==> src/rtl/lsu_pkg.sv <==
// Purpose: shared types and decode helpers for the byte-serial load/store unit.
// Latency: n/a (constants, types and pure functions only).
// Backpressure: n/a.
// Contents: funct3 constants, FSM state enum, size decode, legality and alignment checks.
package lsu_pkg;

  localparam logic [2:0] F3_B  = 3'b000;
  localparam logic [2:0] F3_H  = 3'b001;
  localparam logic [2:0] F3_W  = 3'b010;
  localparam logic [2:0] F3_BU = 3'b100;
  localparam logic [2:0] F3_HU = 3'b101;

  typedef enum logic [1:0] {
    IDLE    = 2'd0,
    ACCESS  = 2'd1,
    CAPTURE = 2'd2,
    RESP    = 2'd3
  } lsu_state_e;

  // n: number of bytes (1, 2 or 4); sgn: sign-extend on load
  typedef struct packed {
    logic [2:0] n;
    logic       sgn;
  } lsu_size_t;

  function automatic lsu_size_t lsu_size_decode(input logic [2:0] f3);
    lsu_size_t s;
    s.n   = 3'd1;
    s.sgn = 1'b1;
    case (f3)
      F3_H:  s.n = 3'd2;
      F3_W:  s.n = 3'd4;
      F3_BU: s.sgn = 1'b0;
      F3_HU: begin
        s.n   = 3'd2;
        s.sgn = 1'b0;
      end
      default: s.n = 3'd1;
    endcase
    return s;
  endfunction

  // Unsigned variants only make sense for loads.
  function automatic logic lsu_legal(input logic [2:0] f3, input logic we);
    logic ok;
    case (f3)
      F3_B, F3_H, F3_W: ok = 1'b1;
      F3_BU, F3_HU:     ok = ~we;
      default:          ok = 1'b0;
    endcase
    return ok;
  endfunction

  function automatic logic lsu_misaligned(input logic [2:0] n, input logic [1:0] a);
    return ((n == 3'd2) && a[0]) || ((n == 3'd4) && (a != 2'b00));
  endfunction

endpackage

==> src/rtl/lsu_extend.sv <==
// Purpose: sign/zero extension of the assembled little-endian load bytes.
// Latency: combinational.
// Backpressure: none.
// Ports: n (1/2/4 bytes), sgn (sign-extend), bytes_in (assembled bytes, low-aligned), data_out (XLEN).
module lsu_extend #(
  parameter int XLEN = 32
) (
  input  logic [2:0]      n,
  input  logic            sgn,
  input  logic [XLEN-1:0] bytes_in,
  output logic [XLEN-1:0] data_out
);

  always_comb begin
    data_out = bytes_in;
    case (n)
      3'd1:    data_out = {{(XLEN-8){sgn & bytes_in[7]}}, bytes_in[7:0]};
      3'd2:    data_out = {{(XLEN-16){sgn & bytes_in[15]}}, bytes_in[15:0]};
      default: data_out = bytes_in;
    endcase
  end

endmodule

==> src/rtl/load_store_unit.sv <==
// Purpose: turns one RV32 load/store into byte accesses on a byte-wide memory port.
// Latency: illegal 1 cycle; store N+1; load N+2 (N = access size in bytes).
// Backpressure: req_ready only in IDLE; response is a one-cycle pulse with no backpressure.
// Ports: clk/rst (sync, active-high); req_* request in; resp_* completion out;
//        mem_wd/mem_rd strobes, mem_addr_in (write addr), mem_addr_out (read addr),
//        mem_data_out (write byte), mem_data_in (read byte, 1 cycle after mem_rd).
// Config: define LSU_MISALIGN_TRAP_EN to reject misaligned halfword/word accesses.
module load_store_unit
  import lsu_pkg::*;
#(
  parameter int ADDR_WIDTH = 16,
  parameter int XLEN       = 32
) (
  input  logic                  clk,
  input  logic                  rst,
  input  logic                  req_valid,
  output logic                  req_ready,
  input  logic                  req_we,
  input  logic [2:0]            req_funct3,
  input  logic [XLEN-1:0]       req_addr,
  input  logic [XLEN-1:0]       req_wdata,
  output logic                  resp_valid,
  output logic                  resp_err,
  output logic [XLEN-1:0]       resp_rdata,
  output logic                  mem_wd,
  output logic                  mem_rd,
  output logic [ADDR_WIDTH-1:0] mem_addr_in,
  output logic [ADDR_WIDTH-1:0] mem_addr_out,
  output logic [7:0]            mem_data_out,
  input  logic [7:0]            mem_data_in
);

  lsu_state_e            state_q, state_d;
  logic                  we_q;
  logic [2:0]            n_q;
  logic                  sgn_q;
  logic [ADDR_WIDTH-1:0] addr_q;
  logic [XLEN-1:0]       wdata_q;
  logic [1:0]            k_q;
  logic [XLEN-1:0]       bytes_q;
  logic                  err_q;
  logic [XLEN-1:0]       rdata_q;

  lsu_size_t             req_size;
  logic                  req_legal;
  logic                  accept;
  logic [1:0]            k_last;
  logic                  in_access;
  logic [ADDR_WIDTH-1:0] cur_addr;
  logic [XLEN-1:0]       cap_bytes;
  logic [XLEN-1:0]       ext_data;
  logic                  unused_addr_hi;

  // Request addresses are truncated to the memory width.
  assign unused_addr_hi = ^req_addr[XLEN-1:ADDR_WIDTH];

  always_comb begin
    req_size  = lsu_size_decode(req_funct3);
    req_legal = lsu_legal(req_funct3, req_we);
`ifdef LSU_MISALIGN_TRAP_EN
    if (lsu_misaligned(req_size.n, req_addr[1:0])) begin
      req_legal = 1'b0;
    end
`endif
  end

  assign req_ready = (state_q == IDLE);
  assign accept    = req_valid && req_ready;
  assign k_last    = 2'(n_q - 3'd1);
  assign in_access = (state_q == ACCESS);
  assign cur_addr  = addr_q + ADDR_WIDTH'(k_q);

  always_comb begin
    state_d = state_q;
    case (state_q)
      IDLE:    if (accept) state_d = req_legal ? ACCESS : RESP;
      ACCESS:  if (k_q == k_last) state_d = we_q ? RESP : CAPTURE;
      CAPTURE: state_d = RESP;
      RESP:    state_d = IDLE;
      default: state_d = IDLE;
    endcase
  end

  // The last byte arrives during CAPTURE; merge it straight into the extender input.
  always_comb begin
    cap_bytes = bytes_q;
    cap_bytes[{k_last, 3'b000} +: 8] = mem_data_in;
  end

  lsu_extend #(.XLEN(XLEN)) u_extend (
    .n        (n_q),
    .sgn      (sgn_q),
    .bytes_in (cap_bytes),
    .data_out (ext_data)
  );

  always_ff @(posedge clk) begin
    if (rst) begin
      state_q <= IDLE;
      we_q    <= 1'b0;
      n_q     <= 3'd1;
      sgn_q   <= 1'b0;
      addr_q  <= '0;
      wdata_q <= '0;
      k_q     <= 2'd0;
      bytes_q <= '0;
      err_q   <= 1'b0;
      rdata_q <= '0;
    end else begin
      state_q <= state_d;
      case (state_q)
        IDLE: begin
          if (accept) begin
            we_q    <= req_we;
            n_q     <= req_size.n;
            sgn_q   <= req_size.sgn;
            addr_q  <= req_addr[ADDR_WIDTH-1:0];
            wdata_q <= req_wdata;
            k_q     <= 2'd0;
            bytes_q <= '0;
            err_q   <= ~req_legal;
            rdata_q <= '0;
          end
        end
        ACCESS: begin
          k_q <= k_q + 2'd1;
          // Read data lags the strobe by one cycle: byte k-1 is on the bus now.
          if (!we_q && (k_q != 2'd0)) begin
            bytes_q[{k_q - 2'd1, 3'b000} +: 8] <= mem_data_in;
          end
        end
        CAPTURE: rdata_q <= ext_data;
        default: ;
      endcase
    end
  end

  assign mem_wd       = in_access && we_q;
  assign mem_rd       = in_access && !we_q;
  assign mem_addr_in  = in_access ? cur_addr : '0;
  assign mem_addr_out = in_access ? cur_addr : '0;
  assign mem_data_out = (in_access && we_q) ? wdata_q[{k_q, 3'b000} +: 8] : 8'h00;

  assign resp_valid = (state_q == RESP);
  assign resp_err   = resp_valid && err_q;
  assign resp_rdata = resp_valid ? rdata_q : '0;

endmodule
==> config.mk <==
export PLATFORM = sky130hd
export DESIGN_NAME = load_store_unit
export DESIGN_NICKNAME = d
export VERILOG_FILES = /design/src/rtl/lsu_pkg.sv /design/src/rtl/lsu_extend.sv /design/src/rtl/load_store_unit.sv
export SDC_FILE = /design/constraint.sdc
export NUM_CORES = 1
export LEC_CHECK = 0
export CAP_MARGIN = 20
export CORE_UTILIZATION = 50
export CTS_CLUSTER_DIAMETER = 200
export CTS_CLUSTER_SIZE = 8
export DETAILED_ROUTE_END_ITERATION = 8
export GPL_TIMING_DRIVEN = 0
export PLACE_DENSITY = 0.91
export SYNTH_ARGS = -nofsm -noshare
export SYNTH_HDL_FRONTEND = slang
export SYNTH_SLANG_ARGS = --single-unit
==> constraint.sdc <==
create_clock -name clk -period 3.52 [get_ports clk]
set_input_delay 0.528 -clock clk [delete_from_list [all_inputs] [get_ports clk]]
set_output_delay 0.528 -clock clk [all_outputs]
set_load 0.1 [all_outputs]
# Yosys cells after proc, flatten, opt, wreduce, memory -nomap -nowiden
# Cells that the tools add are included.
dict set report word_totals {
  ff_bits 122
  input_bits 79
  elab_cells 77
}
dict set report op_classes {
  add_sub_neg 6
  eq_ne 13
  n_shift 5
  n_mux 20
  n_bitwise 4
  reduce_logical 19
}
# cell count
set op_table {}
lappend op_table {{one-hot mux 32 bit (2 select lines)} 3}
lappend op_table {{2-to-1 mux 32 bit} 3}
lappend op_table {{bitwise mux 32 bit} 2}
lappend op_table {{variable shift 8 x 7 -> 32 bit, first input constant} 2}
lappend op_table {{variable part select 8 x 7 -> 32 bit} 2}
lappend op_table {{variable part select 32 x 6 -> 8 bit} 1}
lappend op_table {{adder 16 x 2 -> 16 bit} 1}
lappend op_table {{2-to-1 mux 16 bit} 1}
lappend op_table {{negation 5 -> 7 bit} 2}
lappend op_table {{2-to-1 mux 2 bit} 4}
lappend op_table {{2-to-1 mux 8 bit} 1}
lappend op_table {{one-hot mux 2 bit (4 select lines)} 1}
lappend op_table {{AND reduction 2 bit} 4}
lappend op_table {{equality test 3 x 1 -> 1 bit, second input constant} 2}
lappend op_table {{equality test 3 x 2 -> 1 bit, second input constant} 2}
lappend op_table {{equality test 3 bit, second input constant} 2}
lappend op_table {{inequality test 2 x 1 -> 1 bit, second input constant} 3}
lappend op_table {{one-hot mux 3 bit (2 select lines)} 1}
lappend op_table {{nonzero test 2 bit} 3}
lappend op_table {{logical AND 1 bit} 5}
lappend op_table {{equality test 2 bit, second input constant} 2}
lappend op_table {{one-hot mux 2 bit (2 select lines)} 1}
lappend op_table {{OR reduction 2 bit} 2}
lappend op_table {{subtractor 2 x 1 -> 2 bit, second input constant} 2}
lappend op_table {{other kinds (12)} 15}

# Logic depth before layout (Yosys ltp)
# Gate-level depths: netlist (run 1).
dict set report depth {
  depth_word 7
  mapped_depth 9
  depth_no_buf 6
}

# Cells and area by module
# A second synthesis (run 1) with hierarchy kept.
dict set report hier_totals {
  cells_unflattened 806
  area_unflattened_um2 6283.5
}
# module n_inst cells_per_inst area_each_um2 seq_area_each_um2
set by_module_without_submodules {}
lappend by_module_without_submodules {load_store_unit 1 762 5934.4 2442.3}
lappend by_module_without_submodules {lsu_extend 1 44 349.1 0.0}

# Worst setup path after synthesis (run 1)
# No wires, ideal clock.
dict set report synth_path {
  path_kind {register -> output}
  from {register k_q[1]}
  to {output mem_addr_out[13]}
  arrival_ps 3343
  slack_ps -351
  stages_incl_launch_ff 7
  path_buffers 1
  cell_sequence {dfxtp_1 -> ha_1 -> a21oi_1 -> nor4_1 -> nand3_1 -> mux2i_1 -> buf_4}
}
dict set report synth_between {
  elab_chain_len 2
}
# element line
set synth_lines {}
lappend synth_lines {{from (decl)} load_store_unit.sv:39} ;# logic [1:0] k_q;
lappend synth_lines {{from (signal assigned)} load_store_unit.sv:126} ;# k_q <= k_q + 2'd1;
lappend synth_lines {{adder 16 x 2 -> 16 bit} load_store_unit.sv:71} ;# assign cur_addr = addr_q + ADDR_WIDTH'(k_q);
lappend synth_lines {{2-to-1 mux 16 bit} n/a}
lappend synth_lines {{to (decl)} load_store_unit.sv:28} ;# output logic [ADDR_WIDTH-1:0] mem_addr_out,
# Every way passes these cells.

# Worst setup path after layout (run 1)
dict set report layout_path {
  from {register k_q[1]}
  to {output mem_addr_in[9]}
}
dict set report layout_between {
  elab_chain_len 2
}
# element line
set layout_lines {}
lappend layout_lines {{adder 16 x 2 -> 16 bit} load_store_unit.sv:71}
lappend layout_lines {{2-to-1 mux 16 bit} load_store_unit.sv:140} ;# assign mem_addr_in = in_access ? cur_addr : '0;
lappend layout_lines {{to (decl)} load_store_unit.sv:27} ;# output logic [ADDR_WIDTH-1:0] mem_addr_in,
# Every way passes these cells.

==> results of run 1 <==
-- power groups by stage --
| stage | registers (mW) | clock network [mW] | logic (mW) |
|---|---|---|---|
| 3_5_place_dp | 1.69 | 0 | 1.89 |
| 4_1_cts | 1.66 | 1.78 | 1.90 |
| 5_1_grt | 1.68 | 1.84 | 2.04 |
| 6_report | 1.66 | 1.77 | 1.90 |
| 2_1_floorplan | 1.65 | 0 | 1.41 |
| 3_3_place_gp | 1.68 | 0 | 1.85 |
-- state kept, by name, summed over array words and instances (netlist names) --
name,flops
addr_q,16
bytes_q,32
err_q,1
k_q,2
n_q,3
rdata_q,32
sgn_q,1
state_q,2
wdata_q,32
we_q,1
-- placed cells by master (no fill, tap or decap), types with 7 or more instances in the layout --
cell type	n
a211oi_1	10
a21oi_1	84
a22o_1	16
a22oi_1	8
and2_1	57
buf_2	10
buf_4	19
clkbuf_1	32
clkbuf_16	17
clkbuf_2	10
clkdlybuf4s15_2	9
clkdlybuf4s50_1	95
dfxtp_1	122
dlygate4sd2_1	11
dlymetal6s2s_1	7
ha_1	14
inv_1	36
mux4_2	8
nand2_1	117
nand2b_1	37
nand3_1	32
nor2_1	25
nor3_1	13
o221ai_1	16
o22ai_1	8
o2bb2ai_1	8
xnor2_1	7
-- worst paths after layout --
check | from | endpoint | slack [ps] | cells past startpoint
setup reg to reg | k_q[1]$_SDFFE_PP0P_ | bytes_q[23]$_SDFFE_PP0P_ | 560 | 8
hold / removal | bytes_q[30]$_SDFFE_PP0P_ | bytes_q[30]$_SDFFE_PP0P_ | 440 | 2
hold reg to reg | bytes_q[30]$_SDFFE_PP0P_ | bytes_q[30]$_SDFFE_PP0P_ | 440 | 2
setup / recovery | k_q[1]$_SDFFE_PP0P_ | mem_addr_in[9] | 80 | 6
-- synth_stat cells (3+ instances only) --
cell type	instances
dfxtp_1	122
nand2_1	117
a21oi_1	84
and2_1	57
nand2b_1	37
inv_1	36
clkbuf_1	32
nand3_1	32
nor2_1	25
buf_4	18
a22o_1	16
o221ai_1	16
ha_1	14
nor3_1	13
a211oi_1	10
a22oi_1	8
buf_2	8
mux4_2	8
o22ai_1	8
o2bb2ai_1	8
xnor2_1	7
buf_1	6
xor2_1	6
nor4_1	4
o21ai_0	4
o21ai_1	4
mux2i_1	3
or3b_1	3
-- routing by layer --
layer | track usage [%] | share of wire (%) | vias to the layer above
met5 | 0 | 0 | -
met4 | 11.8 | 2.5 | 0
met3 | 6.04 | 7.9 | 44
met2 | 45.7 | 48 | 262
met1 | 32.7 | 41 | 2667
li1 | - | - | 2807
-- metrics by stage --
| step | total power, mW | TNS (ps) |
|---|---|---|
| floorplan | 3.06 | 0 |
| global placement | 3.53 | -18.1 |
| detailed placement | 3.57 | -96.8 |
| CTS | 5.33 | 0 |
| global route | 5.57 | -72.1 |
| finish | 5.34 | 0 |
-- final cells by class --
type / count / share of cell area (%)
Tap cell: 143 / 2.20
Timing Repair Buffer: 138 / 16.4
Buffer: 65 / 4.05
Clock inverter: 15 / 2.19
Clock buffer: 17 / 5.23
Multi-Input combinational cell: 505 / 38.2
Inverter: 36 / 1.66
Sequential cell: 122 / 30.1
-- critical path: cells and delay by family, from the launching register on --
family	cells	cell delay, ps
flip-flops	1	490
AND/OR/NAND/NOR	2	310
buffers and inverters	1	830
AO/OA/AOI/OAI	1	430
XOR/XNOR	1	150
adder cells (fa/ha/maj)	1	300
-- cells by family (layout without fill, tap and decap cells) --
group / after synthesis / after routing / synth area share, %
XOR/XNOR: 13 / 13 / 1.90
flip-flops: 122 / 122 / 40.8
multiplexers: 11 / 11 / 3.51
buffers and inverters: 101 / 271 / 7.75
AO/OA/AOI/OAI: 164 / 164 / 17.5
AND/OR/NAND/NOR: 302 / 302 / 25.3
adder cells (fa/ha/maj): 15 / 15 / 3.26
-- what timing repair did --
item                       4_1_cts  5_1_grt
buffers inserted                 0        0
gates resized for setup         62       32
setup endpoints to repair       36       24
==> results_dict.tcl, run 1 <==
set metrics [dict create \
    status "finished with violations" \
    violations "DRC" \
    setup_ws_ps 75.7 \
    grt.total_usage_pct 26.9 \
    power_density_nw_per_um2 657 \
    synth_nets 822 \
    worstSetupEndpointType "output pin" \
    async_flop_share_pct 0 \
    netlist.area_leader.share_pct 40.8 \
    dieHeight_um 111 \
    ys_top_cells_by_area "dfxtp_1, nand2_1, a21oi_1" \
    regArea_um2 2440 \
    ant_nets 0 \
    fin_skew_ps 9.92 \
    clkLatencyLatePin_ps 420 \
    finalHoldWorstSlack_ps 444 \
    dp_slack_ps -63.8 \
    antenna_found_initial 0 \
    crit_required_ps 2990 \
    clock_path_buffers 2 \
    rsz0062_at_grt "yes" \
    drt_iter0_drc 328 \
    fin_cells 1041 \
    gp_congestion 0.866 \
    sequentialPowerShare_pct 31.2 \
    grt_pass1_wl_mm 26.7 \
    p_leak_nw 3.13 \
    grt_max_degree 17 \
    ys_seq_area_share_pct 40.8 \
    cts.sinks 122 \
    power_frac_comb_pct 35.7 \
    syn2layout_area_growth_pct 35.7 \
    ys_ff_latch 122 \
    vias 5780 \
    nets 979 \
    dr.pass1.iters 9 \
    hpwl_mm 11.6 \
    slew_headroom_pct 33.7 \
    syn_avg_cell_area_um2 8.23 \
    drt-total-wl_mm 16.4 \
    synth_top_cell_by_area "dfxtp_1" \
    switching_share_pct 39.8 \
    rows 39 \
    ys.warnings.count 0 \
    grt_overflow_total 0 \
    internal_power_mw 3.21 \
    multiInputGateArea_um2 3100 \
    io_buffers 138 \
    remaining_drc_errors 7 \
    synth_edf_count 0 \
    synth.distinct_cells 46 \
    maxCapViolCount 0 \
    worst_ep_arrival_time_ps 2920 \
    finalHoldViolations 0 \
    die-area_um2 12400 \
    finalMaxSlewViolations 0 \
    crit_type "register to output pin" \
    cp_max_fo 6 \
    place_inst 1009 \
    synth_top_flop_cell "dfxtp_1" \
    num-fill-cells 877 \
    max-vdd-ir-drop_v 0.000477 \
    routedWlPerCell_um 15.8 \
    fin_crit_ps 3440 \
    fp.coreArea_um2 11600 \
    cts_tree "built" \
    finalSetupViolCount 0 \
    dieWidth_um 111 \
    grt_pass1_vias 5549 \
    start_util_pct 51.8 \
    setup.worst_path.start_class "register" \
    cts_root_buf "clkbuf_16" \
    holdBufCountCts 0 \
    final_area_um2 8130 \
    path_clk_slew_ps 60 \
    ios 156 \
    path_cells "ha_1 -> a21oi_1 -> nor4_1 -> xor2_1 -> and2_1 -> clkdlybuf4s15_1" \
    max_stage_delay_ps 830 \
    diodes 0 \
    synth_cells 728 \
    netlist_area_um2 5990 \
    htree_levels 4 \
    utilization_pct 70.3 \
    timing.fmax_mhz 290 \
    switchingPower_mw 2.13 \
    drive_gt1_share_pct 10.9 \
    cp_slowest_cell "clkdlybuf4s15_1" \
    cts_buffers 17 \
    min_period_over_period_pct 97.8 \
    viasPerCell 5.55 \
    hold_path.class "register to register" \
    max_slew.worst_pin.slew_ps 991 \
    clock_power_share_pct 33.2 \
    dpl-instance-area_um2 7560 \
]
Note: power is estimated with default switching activity, not from simulation.
==> run 2: changes to the inputs <==
--- a/config.mk
+++ b/config.mk
@@ -6,6 +6,7 @@
 export NUM_CORES = 1
 export LEC_CHECK = 0
 export CAP_MARGIN = 20
+export CORE_ASPECT_RATIO = 2
 export CORE_UTILIZATION = 50
 export CTS_CLUSTER_DIAMETER = 200
 export CTS_CLUSTER_SIZE = 8
==> results_dict.tcl, run 2 (synthesis gave the netlist of run 1 again) <==
set metrics [dict create \
    critical-path-top-delay-family "buffers and inverters" \
    fin_skew_ps 11.1 \
    maxCapViolCount 0 \
    top_regs "bytes_q: 32 flops, rdata_q: 32 flops, wdata_q: 32 flops" \
    grt_overflow_total 0 \
    max-vdd-ir-drop_v 0.000491 \
    syn2layout_area_growth_pct 35.5 \
    ios 156 \
    hpwl_mm 12.9 \
    io_buffers 138 \
    grt.total_usage_pct 29.8 \
    rows 56 \
    finalHoldViolations 0 \
    cts_root_buf "clkbuf_16" \
    rr_endpoint "bytes_q[19]$_SDFFE_PP0P_" \
    dpl-instance-area_um2 7570 \
    holdBufCountCts 0 \
    fin_crit_ps 3470 \
    worst_ep_arrival_time_ps 2940 \
    final_area_um2 8120 \
    nets 979 \
    status "finished clean" \
    fp.coreArea_um2 11700 \
    final_common_cell "dfxtp_1" \
    dieHeight_um 157 \
    power_density_nw_per_um2 666 \
    ff2ff_path_depth 8 \
    diodes 0 \
    min_period_over_period_pct 98.6 \
    r2r_setup_slack_ps 490 \
    p_leak_nw 3.02 \
    grt_pass1_wl_mm 28.2 \
    setup_ws_ps 50.1 \
    finalMaxSlewViolations 0 \
    cts_buffers 17 \
    drt_iter0_drc 351 \
    reg2reg_from "k_q[1]$_SDFFE_PP0P_" \
    remaining_drc_errors 0 \
    gp_congestion 0.869 \
    cp_slowest_cell "clkdlybuf4s15_2" \
    vias 5867 \
    max_stage_delay_ps 540 \
    drive_gt1_share_pct 11.4 \
    crit_type "register to output pin" \
    viasPerCell 5.63 \
    crit_buf_inv 2 \
    crit_required_ps 2990 \
    cts_tree "built" \
    slew_headroom_pct 33.0 \
    grt_pass1_vias 5909 \
    clkLatencyLatePin_ps 430 \
    timing.fmax_mhz 288 \
    clock_path_buffers 2 \
    hold_path.class "register to register" \
    cts_setup_buffers 0 \
    start_util_pct 51.2 \
    setup.worst_path.start_class "register" \
    drt-total-wl_mm 17.8 \
    path_cells "ha_1 -> a21oi_1 -> nor4_2 -> nand3_1 -> mux2i_2 -> buf_4 -> clkdlybuf4s15_2" \
    worstSetupEndpointType "output pin" \
    dieWidth_um 79.4 \
    ant_nets 0 \
    hold_depth 2 \
    hp-start "bytes_q[27]$_SDFFE_PP0P_" \
    max_slew.worst_pin.slew_ps 1000 \
    path_clk_slew_ps 60 \
    antenna_found_initial 0 \
    grt_max_degree 17 \
    htree_levels 4 \
    setup_tns_ps 0 \
    final_cell_mix "dfxtp_1, nand2_1, clkdlybuf4s50_1" \
    die-area_um2 12400 \
    cts.sinks 122 \
    dr.pass1.iters 5 \
    routedWlPerCell_um 17.1 \
    dp_slack_ps -78.4 \
    cp_max_fo 6 \
    hold_path_end "bytes_q[27]$_SDFFE_PP0P_" \
    finalSetupViolCount 0 \
]
## run 2: cell count changes in the layout (fill, tap and decap cells not counted), moves of 2 or more
| cell | previous run | this run |
|---|---|---|
| clkdlybuf4s50_1 | 95 | 97 |
| clkdlybuf4s15_2 | 9 | 11 |
| dlymetal6s2s_1 | 7 | 0 |
| inv_6 | 6 | 3 |
| dlygate4sd2_1 | 11 | 14 |
| clkdlybuf4s15_1 | 3 | 1 |
## run 2: timing repair
action                                  4_1_cts  5_1_grt
resized for setup                            76       28
endpoints found under the setup margin       41       19
endpoints found under the hold margin         0        0
## run 2: layout make-up
class | count | area (um2)
flip-flops and latches | 122 | 2440
repair buffers | 138 | 1310
well taps | 145 | 181
fillers | 883 | 3580
multi-input cells | 505 | 3100
plain buffers | 65 | 329
clock inverters | 15 | 191
inverters | 36 | 135
clock buffers | 17 | 425
## run 2: worst max path at each step
stage                              from          endpoint  slack (ps)  cells after the start
detailed placement  k_q[0]$_SDFFE_PP0P_  mem_addr_out[14]         -80                      8
CTS                 k_q[1]$_SDFFE_PP0P_   mem_addr_out[3]          20                      7
floorplan           k_q[1]$_SDFFE_PP0P_  mem_addr_out[13]         180                      6
global route        k_q[1]$_SDFFE_PP0P_  mem_addr_out[13]         -40                      7
global placement    k_q[0]$_SDFFE_PP0P_  mem_addr_out[14]         -80                      8
finish              k_q[1]$_SDFFE_PP0P_  mem_addr_out[13]          50                      7
## run 2: worst register-to-register path, stage by stage, from the launching register on
cell and delay (ps):
dfxtp_1 520, clkbuf_1 550, inv_1 180, ha_1 260, or3b_1 350, a21oi_1 390, clkbuf_1 370, nand3_1 140
a21oi_1 200
## run 2: stage by stage
step	total power, mW	util [%]	hold WS [ps]	instances
after global routing	5.63	69.4	476	1043
after global placement	3.55	64.7	438	1011
final	5.40	69.4	448	1043
after floorplan	3.06	-	424	728
after CTS	5.40	69.8	452	1043
after detailed placement	3.60	64.7	439	1011
## run 2: per-layer routing
metal / part of all wire [%] / track usage [%] / up-vias
li1: - / - / 2800
met4: 6.6 / 22.6 / 0
met2: 55 / 55.5 / 269
met5: 0 / 0 / -
met3: 5.8 / 6.01 / 93
met1: 33 / 27.3 / 2705
## run 2: where the power goes
| group | internal, mW | switching (mW) |
|---|---|---|
| sequential | 1.54 | 0.123 |
| clock | 1.13 | 0.683 |
| combinational | 0.601 | 1.33 |
| total | 3.27 | 2.14 |
